===== config.mk =====
export PLATFORM = sky130hd
export DESIGN_NAME = artec_dma_ch_sched
export DESIGN_NICKNAME = d
export VERILOG_FILES = /design/src/rtl/artec_dma_ch_sched.sv
export SDC_FILE = /design/constraint.sdc
export NUM_CORES = 1
export LEC_CHECK = 0
export ABC_CLOCK_PERIOD_IN_PS = 5100
export CAP_MARGIN = 25
export CORE_MARGIN = 3
export CORE_UTILIZATION = 40
export CTS_CLUSTER_SIZE = 30
export DETAILED_ROUTE_END_ITERATION = 10
export GPL_TIMING_DRIVEN = 0
export PLACE_DENSITY_LB_ADDON = 0.12
export SETUP_SLACK_MARGIN = 0.05
export SYNTH_ARGS = -nofsm -noshare
export SYNTH_HDL_FRONTEND = slang
export SYNTH_SLANG_ARGS = --single-unit

===== constraint.sdc =====
create_clock -name clk -period 5.1 [get_ports clk]
set_clock_uncertainty 0.1 [all_clocks]
set_input_delay 1.275 -clock clk [delete_from_list [all_inputs] [get_ports clk]]
set_output_delay 1.275 -clock clk [all_outputs]
set_load 0.02 [all_outputs]

===== src/rtl/artec_dma_ch_sched.sv =====
// Burst scheduler: splits per-channel DMA transfers into <=MAX_BURST, 4 KB-safe bursts, round-robin arbitrated.
// Latency: start-to-cmd_valid 3 cycles from idle (IDLE -> ARB -> CMD); one burst outstanding at a time.
// Backpressure: cmd_* held stable while cmd_ready_i is low; the burst completes only on the datapath's beat_i pulses.

package artec_dma_pkg;
  localparam int PKG_CH_NUM = 4;
endpackage

module artec_dma_ch_sched #(
  parameter int CH_NUM     = artec_dma_pkg::PKG_CH_NUM,
  parameter int ADDR_W     = 32,
  parameter int LEN_W      = 16,
  parameter int BEAT_BYTES = 8,
  parameter int MAX_BURST  = 16,
  localparam int CH_W      = (CH_NUM > 1) ? $clog2(CH_NUM) : 1,
  localparam int BL_W      = $clog2(MAX_BURST) + 1
) (
  input  logic                     clk,
  input  logic                     rst,
  input  logic                     clear,
  input  logic [CH_NUM-1:0]        ch_start_i,
  input  logic [CH_NUM*ADDR_W-1:0] ch_addr_i,
  input  logic [CH_NUM*LEN_W-1:0]  ch_len_i,
  output logic [CH_NUM-1:0]        ch_busy_o,
  output logic [CH_NUM-1:0]        ch_done_o,
  output logic                     cmd_valid_o,
  input  logic                     cmd_ready_i,
  output logic [CH_W-1:0]          cmd_ch_o,
  output logic [ADDR_W-1:0]        cmd_addr_o,
  output logic [BL_W-1:0]          cmd_len_o,
  input  logic                     beat_i
);

  localparam int BB_SH = $clog2(BEAT_BYTES);
  // Wide enough for both the remaining length and the 4 KB room (up to 4096 beats).
  localparam int CW    = (LEN_W > 13) ? LEN_W : 13;

  typedef enum logic [1:0] {S_IDLE, S_ARB, S_CMD, S_DATA} state_t;

  state_t            state;
  logic [ADDR_W-1:0] addr_q [CH_NUM];
  logic [LEN_W-1:0]  rem_q  [CH_NUM];
  logic [CH_NUM-1:0] busy_q;
  logic [CH_NUM-1:0] done_q;
  logic [CH_W-1:0]   rr_q;
  logic [BL_W-1:0]   cnt_q;

  logic [CH_W-1:0]   grant;
  logic              found;
  logic [12:0]       room_bytes;
  logic [CW-1:0]     lim;
  logic [CW-1:0]     rem_x;
  logic [BL_W-1:0]   blen;
  logic              burst_fin;

  // Round-robin pick: first busy channel at or after the rr pointer, wrapping.
  always_comb begin
    grant = '0;
    found = 1'b0;
    for (int i = 0; i < CH_NUM; i++) begin
      if (!found && busy_q[(int'(rr_q) + i) % CH_NUM]) begin
        found = 1'b1;
        grant = CH_W'((int'(rr_q) + i) % CH_NUM);
      end
    end
  end

  // Burst length for the granted channel: min(remaining, MAX_BURST, beats left in this 4 KB page).
  always_comb begin
    room_bytes = 13'h1000 - {1'b0, addr_q[grant][11:0]};
    lim        = CW'(room_bytes >> BB_SH);
    if (CW'(MAX_BURST) < lim) begin
      lim = CW'(MAX_BURST);
    end
    rem_x = CW'(rem_q[grant]);
    blen  = (rem_x < lim) ? BL_W'(rem_x) : BL_W'(lim);
  end

  // Last beat of the current burst is being accepted this cycle.
  always_comb begin
    burst_fin = (state == S_DATA) && beat_i && ((cnt_q + BL_W'(1)) == cmd_len_o);
  end

  // Scheduler FSM with registered command outputs.
  always_ff @(posedge clk) begin
    if (rst || clear) begin
      state       <= S_IDLE;
      rr_q        <= '0;
      cnt_q       <= '0;
      cmd_valid_o <= 1'b0;
      cmd_ch_o    <= '0;
      cmd_addr_o  <= '0;
      cmd_len_o   <= '0;
    end else begin
      case (state)
        S_IDLE: begin
          if (|busy_q) begin
            state <= S_ARB;
          end
        end
        S_ARB: begin
          cmd_ch_o    <= grant;
          cmd_addr_o  <= addr_q[grant];
          cmd_len_o   <= blen;
          cmd_valid_o <= 1'b1;
          state       <= S_CMD;
        end
        S_CMD: begin
          if (cmd_ready_i) begin
            cmd_valid_o <= 1'b0;
            cnt_q       <= '0;
            state       <= S_DATA;
          end
        end
        S_DATA: begin
          if (burst_fin) begin
            rr_q  <= (cmd_ch_o == CH_W'(CH_NUM - 1)) ? '0 : cmd_ch_o + CH_W'(1);
            state <= S_IDLE;
          end else if (beat_i) begin
            cnt_q <= cnt_q + BL_W'(1);
          end
        end
        default: state <= S_IDLE;
      endcase
    end
  end

  // Channel bank: start loads, burst-completion bookkeeping, and done pulses.
  always_ff @(posedge clk) begin
    if (rst || clear) begin
      busy_q <= '0;
      done_q <= '0;
      for (int c = 0; c < CH_NUM; c++) begin
        addr_q[c] <= '0;
        rem_q[c]  <= '0;
      end
    end else begin
      done_q <= '0;
      for (int c = 0; c < CH_NUM; c++) begin
        if (ch_start_i[c] && !busy_q[c]) begin
          if (ch_len_i[c*LEN_W +: LEN_W] != '0) begin
            addr_q[c] <= ch_addr_i[c*ADDR_W +: ADDR_W];
            rem_q[c]  <= ch_len_i[c*LEN_W +: LEN_W];
            busy_q[c] <= 1'b1;
          end else begin
            done_q[c] <= 1'b1;
          end
        end
      end
      // The granted channel is busy, so a start on it above was ignored: no conflict.
      if (burst_fin) begin
        addr_q[cmd_ch_o] <= addr_q[cmd_ch_o] + (ADDR_W'(cmd_len_o) << BB_SH);
        rem_q[cmd_ch_o]  <= rem_q[cmd_ch_o] - LEN_W'(cmd_len_o);
        if (rem_q[cmd_ch_o] == LEN_W'(cmd_len_o)) begin
          busy_q[cmd_ch_o] <= 1'b0;
          done_q[cmd_ch_o] <= 1'b1;
        end
      end
    end
  end

  assign ch_busy_o = busy_q;
  assign ch_done_o = done_q;

endmodule


==> flow_metrics.tcl <==
set metrics [dict create \
    status "finished clean" \
    post-route-period-util_pct 94.7 \
    fin_ws_ps 269 \
    ir_drop_mv 0.274 \
    place_ws_ps -1490 \
    drv_slew 0 \
    synth_seq_cells 251 \
    layout_min_cycle_time_ps 4830 \
    fp.coreArea_um2 34800 \
    grt_pass1_wl_um 79300 \
    cp-end-kind "register" \
    route.detailed.drc 0 \
    wire_per_inst_um 25.0 \
    clk_pin_slew_ps 60 \
    cpMaxStageDelayCell "dfxtp_2" \
    ant_nets 0 \
    grt_max_degree 49 \
    tritoncts "built" \
    floorplan.initialDensity_pct 40.8 \
    cts_max_level 1 \
    grt_pass1_vias 12637 \
    nFillCells 3197 \
    p_switching_uw 1460 \
    final_util_pct 53.2 \
    maxCapViolations 0 \
    die_area_um2 37800 \
    tns_ps 0 \
    gp_congestion 0.941 \
    hold_ws_ps 365 \
    power_leakage_uw 0.00658 \
    stdcell_count 2193 \
    max_freq_mhz 207 \
    cpPeakStageDelay_ps 470 \
    p_seq_share_pct 42.9 \
    cp_cell_sequence "nor2b_4 > a211oi_4 > or2_1 > buf_6 > buf_12 > clkbuf_2 > clkbuf_4 > nand2_1 > and3_1 > a31oi_2 > ha_1 > a21o_1 > a21oi_1 > o21ai_0 > a21o_1 > a2111o_1 > nor3_2 > a31o_2 > mux2i_1 > a21oi_1" \
    synth_edf_count 192 \
    tritoncts.num_buffers 29 \
    io_buffers 248 \
    pwr-share-clk_pct 40.6 \
    drive_gt1_share_pct 9.26 \
    cp-start-kind "register" \
    synth_warnings 0 \
    cts_root_buffer "clkbuf_16" \
    netlist.area_leader.share_pct 40.6 \
    num_rows 68 \
    wirelength_um 54800 \
    rsz0062_at_grt "yes" \
    drt_iter0_drc 1327 \
    hold_path_class "register to register" \
    synthDistinctLibCells 61 \
    avgSynthCellArea_um2 9.91 \
    synthCells 1433 \
    syn_to_final_growth_pct 30.2 \
    synth-main-ff-cell "edfxtp_1" \
    place_hpwl_um 40500 \
    synthArstFlopShare_pct 0 \
    worst_slew_pin_slew_ps 973 \
    io_pins 249 \
    antenna_found_initial 0 \
    combPwrFrac_pct 16.6 \
    crit_type "register to register" \
    crit_path_max_fanout 10 \
    yosys.area.top_type "edfxtp_1" \
    arrival_ps 5140 \
    synth_area_leaders "edfxtp_1, nand2_1, dfxtp_1, mux4_2, o21ai_0" \
    setup_viol 0 \
    crit_required_ps 5410 \
    yosysSeqAreaShare_pct 48.9 \
    grt_use_total_pct 27.8 \
    detail_route.vias_per_cell 5.90 \
    synth_area_um2 14200 \
    cts_hold_buf 0 \
    final_hold_viol_count 0 \
    holdPathStages 2 \
    swShare_pct 26.4 \
    placedCellCount 2140 \
    max_slew_margin_pct 35.1 \
    synth.most_common_cell "nand2_1" \
    grt-ovfl-total 0 \
    nNetsFinal 1948 \
    clock-sinks 251 \
    drtPass1Iterations 6 \
    worst_r2r_path_depth 20 \
    clock_latency_ps 560 \
    die_w_um 194 \
    synth_common_cells "nand2_1, edfxtp_1, o21ai_0, nand3_1, clkbuf_1" \
    die_y_um 194 \
    num_antenna_cells 0 \
    powerDensity_nw_per_um2 300 \
    cts_max_path_buffers 3 \
    p_int_uw 4080 \
    num_vias 12947 \
]
## logic make-up (layout without fill, tap and decap cells)
group	count (synthesis)	in the layout	synth area share [%]
buf+inv	109	410	3.29
mux	87	87	10.5
compound gates	305	305	12.2
xor+xnor	51	51	3.15
simple gates	598	598	19.1
other cells	1	5	0.0264
fa+ha+maj	31	31	2.84
flops	251	251	48.9
## per-layer routing
| metal | vias up | share of wire (%) | global-route usage [%] | wire [µm] |
|---|---|---|---|---|
| met1 | 6300 | 41 | 38.1 | 22200 |
| met4 | 0 | 3.8 | 9.84 | 2090 |
| li1 | 5783 | - | - | - |
| met3 | 124 | 9.4 | 5.06 | 5180 |
| met2 | 740 | 46 | 44.4 | 25300 |
| met5 | - | 0 | 0 | 0 |
## what timing repair did
| item | in CTS | in global routing |
|---|---|---|
| pin swaps | 1 | 1 |
| cloned | 0 | 0 |
| buffers inserted | 1 | 2 |
| setup endpoints to repair | 153 | 14 |
| resized for setup | 26 | 35 |
## registers in the layout (all words and copies together) (netlist names), named ones only
signal and count:
cmd_addr_o 32, cmd_ch_o 2, ch_done_o 4, cnt_q 5
cmd_valid_o 1, rem_q 64, rr_q 2, cmd_len_o 5
state 2, ch_busy_o 4, addr_q 128
## placed cells by master, fill, tap and decap left out, types with 7 or more instances in the layout
master           instances
a21oi_1                 51
a22o_1                  20
a31oi_1                 12
and2_1                  11
and3_1                  24
buf_1                    9
buf_4                    8
clkbuf_1                58
clkbuf_16               29
clkdlybuf4s50_1        248
dfxtp_1                 54
edfxtp_1               192
ha_1                    29
inv_1                   22
mux2i_1                 34
mux4_2                  49
nand2_1                354
nand3_1                 72
nand4_1                  8
nor2_1                  41
nor3_1                   7
nor3b_1                 11
nor4_1                  23
o21ai_0                187
or4_1                    7
xnor2_1                 21
xor2_1                  29
## stage by stage
step / instance area [µm²] / power (µW)
2_1_floorplan: 14200 / 2860
3_3_place_gp: 17300 / 3280
3_5_place_dp: 17300 / 3290
4_1_cts: 18400 / 5520
5_1_grt: 18500 / 5700
6_report: 18500 / 5540
## area by class of cell
type | instances | area (µm²) | share of cell area [%]
repair buffers | 251 | 2500 | 13.5
flip-flops and latches | 251 | 6960 | 37.6
multi-input cells | 1077 | 6940 | 37.5
clock inverters | 15 | 224 | 1.21
well taps | 455 | 569 | 3.08
inverters | 22 | 82.6 | 0.446
clock buffers | 38 | 790 | 4.27
plain buffers | 84 | 435 | 2.35
## power groups by stage
| stage | sequential, µW | combinational (µW) | clock, µW |
|---|---|---|---|
| 6_report | 2380 | 918 | 2250 |
| 5_1_grt | 2380 | 976 | 2340 |
| 4_1_cts | 2370 | 886 | 2260 |
| 2_1_floorplan | 2400 | 461 | 0 |
| 3_3_place_gp | 2420 | 862 | 0 |
| 3_5_place_dp | 2410 | 875 | 0 |
## critical path: cells and delay by family (launching register included)
kind	cells	cell delay [ps]
AND/OR/NAND/NOR	5	690
buffers and inverters	4	850
AO/OA/AOI/OAI	9	2080
adder cells (fa/ha/maj)	1	300
multiplexers	1	190
flip-flops	1	470
## final timing paths
path | startpoint | endpoint | slack (ps)
setup / recovery | ch_busy_o[1]$_SDFF_PP0_ | cmd_len_o[1]$_SDFFE_PP0P_ | 270
hold reg to reg | cmd_addr_o[9]$_SDFFE_PP0P_ | cmd_addr_o[9]$_SDFFE_PP0P_ | 360
setup reg to reg | ch_busy_o[1]$_SDFF_PP0_ | cmd_len_o[1]$_SDFFE_PP0P_ | 270
hold / removal | cmd_addr_o[9]$_SDFFE_PP0P_ | cmd_addr_o[9]$_SDFFE_PP0P_ | 360
Note: power is estimated with default switching activity, not from simulation.
